### src/rtl/cpu_pkg.sv
// Shared definitions for the multicycle CPU control path: sequencer state
// encoding, writeback-source codes and PC-source codes.
package cpu_pkg;

  // Sequencer state, 3-bit encoding exported on state_o for debug
  typedef enum logic [2:0] {
    S_FETCH  = 3'd0,
    S_DECODE = 3'd1,
    S_EXEC   = 3'd2,
    S_MEM    = 3'd3,
    S_WB     = 3'd4,
    S_HALT   = 3'd5,
    S_FAULT  = 3'd6
  } seq_state_t;

  // Writeback source select (WBSrc from opcode_decoder)
  localparam logic [2:0] WB_MEM  = 3'b000;
  localparam logic [2:0] WB_ALU  = 3'b001;
  localparam logic [2:0] WB_PC2  = 3'b010;
  localparam logic [2:0] WB_RY   = 3'b011;
  localparam logic [2:0] WB_IMM8 = 3'b100;

  // PC source select
  localparam logic [1:0] PC_INC2 = 2'b00;
  localparam logic [1:0] PC_BR   = 2'b01;
  localparam logic [1:0] PC_JMP  = 2'b10;
  localparam logic [1:0] PC_RY   = 2'b11;

  // Loads and stores are the only instructions that visit the MEM state
  function automatic logic is_mem_access(input logic       reg_write,
                                         input logic       mem_write,
                                         input logic [2:0] wb_src);
    return mem_write | (reg_write & (wb_src == WB_MEM));
  endfunction

endpackage

### src/rtl/mem_wait_timer.sv
// Memory-wait counter with timeout compare. Counts cycles spent waiting on
// mem_ready; expired is raised in the cycle the count reaches MEM_WAIT_MAX
// while still waiting, so the caller can divert to its fault state.
module mem_wait_timer #(
  parameter int MEM_WAIT_MAX = 15
) (
  input  logic clk,
  input  logic reset,
  input  logic clear,
  input  logic count,
  output logic expired
);

  localparam int CW = $clog2(MEM_WAIT_MAX + 1);

  logic [CW-1:0] r_cnt;

  // Wait counter: clear has priority, otherwise advance while waiting
  always_ff @(posedge clk) begin
    if (reset || clear)
      r_cnt <= '0;
    else if (count)
      r_cnt <= r_cnt + CW'(1);
  end

  assign expired = count && (r_cnt == CW'(MEM_WAIT_MAX));

endmodule

### src/rtl/cpu_sequencer.sv
// Multicycle control FSM: FETCH -> DECODE -> EXEC -> [MEM] -> WB, with a
// shared memory port, a wait timeout into a sticky FAULT state and a halt
// handshake at instruction boundaries. Outputs are decoded from state and
// inputs and forced to 0 while reset is high.
// Optional: define CPU_SEQ_PERF_EN to add cycle_cnt / instr_cnt counters.
module cpu_sequencer
  import cpu_pkg::*;
#(
  parameter int MEM_WAIT_MAX = 15
) (
  input  logic        clk,
  input  logic        reset,
  input  logic        dec_reg_write,
  input  logic        dec_mem_write,
  input  logic [2:0]  dec_wb_src,
  input  logic        dec_nz,
  input  logic        dec_pc_enable,
  input  logic        mem_ready,
  input  logic        halt_req,
  output logic        mem_re,
  output logic        mem_we,
  output logic        mem_sel,
  output logic        ir_load,
  output logic        rf_we,
  output logic        nz_we,
  output logic        pc_we,
  output logic        halted,
  output logic        fault,
`ifdef CPU_SEQ_PERF_EN
  output logic [31:0] cycle_cnt,
  output logic [31:0] instr_cnt,
`endif
  output logic [2:0]  state_o
);

  seq_state_t r_state;
  seq_state_t w_next;
  logic       w_wait;
  logic       w_expired;
  logic       w_run;

  assign w_wait = (r_state == S_FETCH) || (r_state == S_MEM);
  assign w_run  = ~reset;

  // Counter is held clear outside the wait states, so it is zero on entry
  mem_wait_timer #(.MEM_WAIT_MAX(MEM_WAIT_MAX)) u_timer (
    .clk     (clk),
    .reset   (reset),
    .clear   (~w_wait | mem_ready),
    .count   (w_wait & ~mem_ready),
    .expired (w_expired)
  );

  // Next-state decode; mem_ready wins over a simultaneous timeout
  always_comb begin
    w_next = r_state;
    case (r_state)
      S_FETCH:  if (mem_ready) w_next = S_DECODE;
                else if (w_expired) w_next = S_FAULT;
      S_DECODE: w_next = S_EXEC;
      S_EXEC:   w_next = is_mem_access(dec_reg_write, dec_mem_write, dec_wb_src)
                         ? S_MEM : S_WB;
      S_MEM:    if (mem_ready) w_next = S_WB;
                else if (w_expired) w_next = S_FAULT;
      S_WB:     w_next = halt_req ? S_HALT : S_FETCH;
      S_HALT:   w_next = halt_req ? S_HALT : S_FETCH;
      S_FAULT:  w_next = S_FAULT;
      default:  w_next = S_FAULT;
    endcase
  end

  // State register; reset always restarts at FETCH
  always_ff @(posedge clk) begin
    if (reset)
      r_state <= S_FETCH;
    else
      r_state <= w_next;
  end

  // Output strobes, all suppressed during reset so an aborted instruction
  // never commits
  always_comb begin
    mem_re  = w_run & ((r_state == S_FETCH) | ((r_state == S_MEM) & ~dec_mem_write));
    mem_we  = w_run & (r_state == S_MEM) & dec_mem_write;
    mem_sel = w_run & (r_state == S_MEM);
    ir_load = w_run & (r_state == S_FETCH) & mem_ready;
    rf_we   = w_run & (r_state == S_WB) & dec_reg_write;
    nz_we   = w_run & (r_state == S_WB) & dec_nz;
    pc_we   = w_run & (r_state == S_WB) & dec_pc_enable;
    halted  = w_run & (r_state == S_HALT);
    fault   = w_run & (r_state == S_FAULT);
    state_o = w_run ? r_state : 3'd0;
  end

`ifdef CPU_SEQ_PERF_EN
  logic [31:0] r_cycle_cnt;
  logic [31:0] r_instr_cnt;

  // Performance counters: active cycles and retired instructions (WB)
  always_ff @(posedge clk) begin
    if (reset) begin
      r_cycle_cnt <= '0;
      r_instr_cnt <= '0;
    end else begin
      if ((r_state != S_HALT) && (r_state != S_FAULT))
        r_cycle_cnt <= r_cycle_cnt + 32'd1;
      if (r_state == S_WB)
        r_instr_cnt <= r_instr_cnt + 32'd1;
    end
  end

  assign cycle_cnt = r_cycle_cnt;
  assign instr_cnt = r_instr_cnt;
`endif

endmodule
### config.mk
export PLATFORM = sky130hd
export DESIGN_NAME = cpu_sequencer
export DESIGN_NICKNAME = d
export VERILOG_FILES = /design/src/rtl/cpu_pkg.sv /design/src/rtl/mem_wait_timer.sv /design/src/rtl/cpu_sequencer.sv
export SDC_FILE = /design/constraint.sdc
export NUM_CORES = 1
export LEC_CHECK = 0
export CAP_MARGIN = 20
export CORE_AREA = 2 2 39 41
export DETAILED_ROUTE_END_ITERATION = 8
export DIE_AREA = 0 0 41 43
export PLACE_DENSITY = 0.76
export SYNTH_ARGS = -nofsm -noshare
export SYNTH_HDL_FRONTEND = slang
export SYNTH_SLANG_ARGS = --single-unit
### constraint.sdc
create_clock -name clk -period 1.4 [get_ports clk]
set_input_delay 0.35 -clock clk [delete_from_list [all_inputs] [get_ports clk]]
set_output_delay 0.35 -clock clk [all_outputs]
set_load 0.02 [all_outputs]
# Yosys cells after proc, flatten, opt, wreduce, memory -nomap -nowiden
# Cells that the tools add are included.
[totals]
reg_bits = 7
wordCells = 44
output_inout_bits = 12
[classes]
muxes = 7
n_reduce_logical = 6
eq_ne = 7
bitwise = 21
addsub = 1
[ops]
columns = ["cell", "n"]
rows = [
  ["3-bit two-way mux", 6],
  ["3-bit case mux with 5 select lines", 1],
  ["1-bit bitwise AND", 14],
  ["3-bit == test, second input constant", 3],
  ["3-bit by 2-bit == test with 1-bit output, second input constant", 2],
  ["3-bit logical NOT", 2],
  ["4-bit by 1-bit adder with 4-bit output, second input constant", 1],
  ["4-bit == test, second input constant", 1],
  ["1-bit NOT", 4],
  ["3-bit by 1-bit == test with 1-bit output, second input constant", 1],
  ["1-bit bitwise OR", 3],
  ["1-bit logical OR", 2],
  ["2-bit OR reduction", 1],
  ["1-bit logical AND", 1],
]

# Depth between registers and ports, before layout
[depth]
ltp_word = 7
mapped_depth = 5
ltp_nobuf = 4

# Hierarchy
# From an unflattened synthesis, not the netlist that was laid out.
[unflattened]
hier_cells = 65
hier_area_um2 = 523.0
[modules_own_cells]
columns = ["module", "seq_area_each_um2", "instances", "area_each_um2", "cells_per_inst"]
rows = [
  ["cpu_sequencer", 60.1, 1, 336.6, 48],
  ["mem_wait_timer", 80.1, 1, 186.4, 17],
]

# Worst setup path after synthesis
# Ideal clock, no wire load.
[synth_path]
kind = "register to output"
start = "register r_state[1]"
end = "output mem_we"
arrival_time_ns = 1.394
path_slack_ns = -0.344
stages_incl_launch_ff = 5
required_time_ns = 1.050
path_cell_list = "dfxtp_1 -> buf_2 -> nand2_1 -> nor3_1 -> and2_1"
[synth_between]
elab_chain_len = 3
[synth_lines]
columns = ["element", "line_no", "text"]
rows = [
  ["from (decl)", "cpu_sequencer.sv:36", "seq_state_t r_state;"],
  ["from (signal assigned)", "cpu_sequencer.sv:77", "r_state <= w_next;"],
  ["3-bit by 2-bit == test with 1-bit output", "-", ""],
  ["1-bit bitwise AND", "-", ""],
  ["named net mem_sel", "cpu_sequencer.sv:22", "output logic mem_sel,"],
  ["1-bit bitwise AND", "cpu_sequencer.sv:84", "mem_we = w_run & (r_state == S_MEM) & dec_mem_write;"],
  ["to (decl)", "cpu_sequencer.sv:21", "output logic mem_we,"],
]
# The timed path passes the listed nets, and every way through them passes these cells.

# Worst setup path after layout
[layout_path]
start = "register r_state[2]"
end = "output mem_we"
[layout_between]
elab_chain_len = 3
[layout_lines]
columns = ["element", "line_no"]
rows = [
  ["3-bit by 2-bit == test with 1-bit output", "cpu_sequencer.sv:84"],
  ["1-bit bitwise AND (2 in series)", "cpu_sequencer.sv:84"],
]
# No other way between the ends.

==> run metrics <==
Seq/Total Area, Yosys=roughly 30%; Slew Limit Fails=0; via density per instance=a little over 5; Peak Freq=651 MHz; gr ovfl total=0; Fin Hold WS=about 0.46 ns; mux contribution to synthesized area=approximately 2.1%; slowest CP cell=dfxtp_4; Tot GR Track Use=between 20% and 30%; Reg power frac=33.8%; wirelength, routed=1660 µm; PortBufs=22; Iteration-0 DRC Markers=9; crit path from=r_state[2]$_SDFF_PP0_; RR Endpoint=r_state[2]$_SDFF_PP0_; DRT Pass-1 Iters=4; DP HPWL=1040 µm; WL/cell=between 10 and 15 µm; # IOs=23; Gate Count Post-Synth=60; Final Critical Period=~1.5 ns; die height=43 µm; busiest grt layer=met2; class of the worst hold path=reg -> reg; Post-Route Setup TNS=-0.847 ns; Max-slew headroom=around four fifths; CTS tree=done; # diodes=0; initial antenna violation count=0; net count after synthesis=72; period utilization=110%; Area growth syn-to-layout=94.2%; internal cell power=between 0.5 and 0.6 mW; H-Tree Depth=1; DRC viols=0; failing checks=setup timing; LEAKAGE=0.445 nW; first-pass GRT wire length=around 2500 µm; WP buf/inv=2; Worst EP arrival=1.19 ns; Final Net Count=between 100 and 150; Netlist cell types=33; final setup fails=11; origin of the critical flop-to-flop path=r_state[1]$_SDFF_PP0_; Sw Ratio=32.9%; flop-to-flop setup slack=~0.07 ns; clock share of power=roughly a quarter; Required @ worst endpoint=about 1.1 ns; starting density of the core=approximately 34%; xor and xnor area share after synthesis=under 10%; row cnt=14; Synth Area per Inst=between 7 and 8 µm²; met1 usage=a little over a quarter; Final Skew=about 0.0080 ns; mapped cell area=473 µm²; Reg clk slew, reported paths=~0.050 ns; crit path to=mem_we; #FFs+latches synth=7; met3 Use GR=under 10%; vias in the first global route=570; met2 Resource Use GR=31.9%; Worst setup EP type=primary output; Syn. warnings=0; share of post-route cells with drive strength above 1=just over 50%; Die Span X=approximately 41 µm; core area=about 1400 µm²; Setup crit start kind=register; clk buf depth=2; clock sinks=7; die area=between 1500 and 2000 µm²; Gate power share=between 40% and 50%; via count=580; adder-cell share of the synthesized area=under 10%; outcome=complete, but fails checks; R2R depth=4; switching power=roughly 0.25 mW; Crit. path cell count=4; VDD IR max=between 0.0006 and 0.0007 V; Critical Path Fanout Max=5; Most common cell on crit path=buf_6; CP Class=reg -> out; Root Buffer=clkbuf_4; critical path, cell by cell=buf_6, nor3_4, and2_4, buf_6; power per cell area=821 nW/µm²; largest net degree at the start of global routing=8; TritonCTS Buffers=3; Synth Area in Compound Gates=15.9%; Final Hold Fails=0; max incr delay on CP=0.36 ns; worst-margin pin slew=~0.29 ns; main combinational cell family by area after synthesis=simple AND/OR/NAND/NOR gates; max_cap viols=0; Final Worst Setup Slack=-0.136 ns; CP top delay family=flip-flops; worst-skew pair later-pin latency=0.25 ns; routability cong.=around 0.76; antenna-violating nets left=0; RSZ-0062 raised after global routing=true; Simple-Gate Fraction of Synth Area=37.8%
-- power by group through the flow --
stage / sequential (mW) / clock [mW] / combinational, mW
final: 0.255 / 0.179 / 0.320
after global routing: 0.258 / 0.196 / 0.344
after CTS: 0.249 / 0.185 / 0.295
after detailed placement: 0.243 / 0 / 0.271
after global placement: 0.243 / 0 / 0.266
after floorplan: 0.229 / 0 / 0.163
-- layer usage --
| layer | vias to the layer above | wire (µm) |
|---|---|---|
| li1 | 289 | - |
| met1 | 276 | 693 |
| met2 | 11 | 862 |
| met3 | 4 | 76 |
| met4 | 0 | 28 |
| met5 | - | 0 |
-- cell usage in the layout, fill, tap and decap left out, drive strengths merged, types with 2 or more instances in the layout --
master | netlist | final
dfxtp | 7 | 7
dlymetal6s2s | 0 | 3
dlygate4sd2 | 0 | 3
clkdlybuf4s50 | 0 | 3
nor2 | 8 | 8
o21ai | 3 | 3
nor3 | 2 | 2
clkbuf | 1 | 4
nand3 | 2 | 2
nor2b | 3 | 3
nand2 | 3 | 3
buf | 3 | 28
a31oi | 2 | 2
a21o | 2 | 2
and3 | 4 | 4
inv | 2 | 2
-- cells by family (layout without fill, tap and decap cells) --
group	count (synthesis)	in the layout
compound gates	11	11
xor+xnor	2	2
fa+ha+maj	1	1
buf+inv	6	43
flops	7	7
mux	1	1
simple gates	32	32
-- cell usage after synthesis (all sizes together) --
| library cell | count | area, µm² |
|---|---|---|
| nand3b | 1 | 7.51 |
| or3b | 1 | 8.76 |
| a31oi | 2 | 12.5 |
| xnor2 | 1 | 8.76 |
| nand3 | 2 | 10.0 |
| nor4b | 1 | 8.76 |
| o32ai | 1 | 8.76 |
| nand2 | 3 | 11.3 |
| nand2b | 1 | 6.26 |
| xor2 | 1 | 8.76 |
| and3b | 1 | 10.0 |
| or3 | 1 | 6.26 |
| clkbuf | 1 | 3.75 |
| o21a | 1 | 7.51 |
| inv | 2 | 7.51 |
| nor2b | 3 | 18.8 |
| nor3 | 2 | 10.0 |
| o21ai | 3 | 15.0 |
| dfxtp | 7 | 140 |
| a22oi | 1 | 7.51 |
| ha | 1 | 12.5 |
| and2 | 1 | 6.26 |
| nor3b | 1 | 7.51 |
| nand4 | 1 | 6.26 |
| a21o | 2 | 15.0 |
| buf | 3 | 27.5 |
| or2 | 1 | 6.26 |
| a211o | 1 | 8.76 |
| and3 | 4 | 25.0 |
| mux2i | 1 | 10.0 |
| nor2 | 8 | 30.0 |
-- through the flow --
| stage | instances | setup slack [ns] | util (%) | power [mW] | cell area (µm²) |
|---|---|---|---|---|---|
| 6_report | 113 | -0.136 | 66.4 | 0.754 | 918 |
| 5_1_grt | 113 | -0.178 | 66.4 | 0.798 | 918 |
| 4_1_cts | 110 | -0.129 | 62.7 | 0.729 | 867 |
| 3_5_place_dp | 104 | -0.827 | 56.2 | 0.514 | 778 |
| 3_3_place_gp | 104 | -0.836 | 56.2 | 0.509 | 778 |
| 2_1_floorplan | 60 | -0.0444 | - | 0.392 | 495 |
-- worst min-delay path by stage --
| stage | startpoint | endpoint | slack (ns) | cells past startpoint |
|---|---|---|---|---|
| 2_1_floorplan | u_timer.r_cnt[0]$_SDFFE_PP0P_ | u_timer.r_cnt[0]$_SDFFE_PP0P_ | 0.42 | 1 |
| 4_1_cts | u_timer.r_cnt[0]$_SDFFE_PP0P_ | u_timer.r_cnt[0]$_SDFFE_PP0P_ | 0.46 | 1 |
| 6_report | u_timer.r_cnt[0]$_SDFFE_PP0P_ | u_timer.r_cnt[0]$_SDFFE_PP0P_ | 0.46 | 1 |
| 3_5_place_dp | u_timer.r_cnt[0]$_SDFFE_PP0P_ | u_timer.r_cnt[0]$_SDFFE_PP0P_ | 0.45 | 1 |
| 3_3_place_gp | u_timer.r_cnt[0]$_SDFFE_PP0P_ | u_timer.r_cnt[0]$_SDFFE_PP0P_ | 0.43 | 1 |
| 5_1_grt | u_timer.r_cnt[0]$_SDFFE_PP0P_ | u_timer.r_cnt[0]$_SDFFE_PP0P_ | 0.47 | 1 |
-- registers in the layout, summed over array words and instances (netlist names) --
signal and flops:
r_state 3, u_timer.r_cnt 4
-- area by class of cell --
class                      instances  area, µm²
timing repair buffer              37        342
fill                             118        465
sequential                         7        151
clock buffer                       4       26.3
multi-input combinational         47        372
inverter                           2       7.51
tap                               16       20.0
-- what timing repair did --
item	in CTS	in global routing
hold buffers	0	0
buffers inserted	2	3
pin swaps	5	7
setup endpoints to repair	18	14
gates resized for setup	93	9
Note: power is estimated with default switching activity, not from simulation.
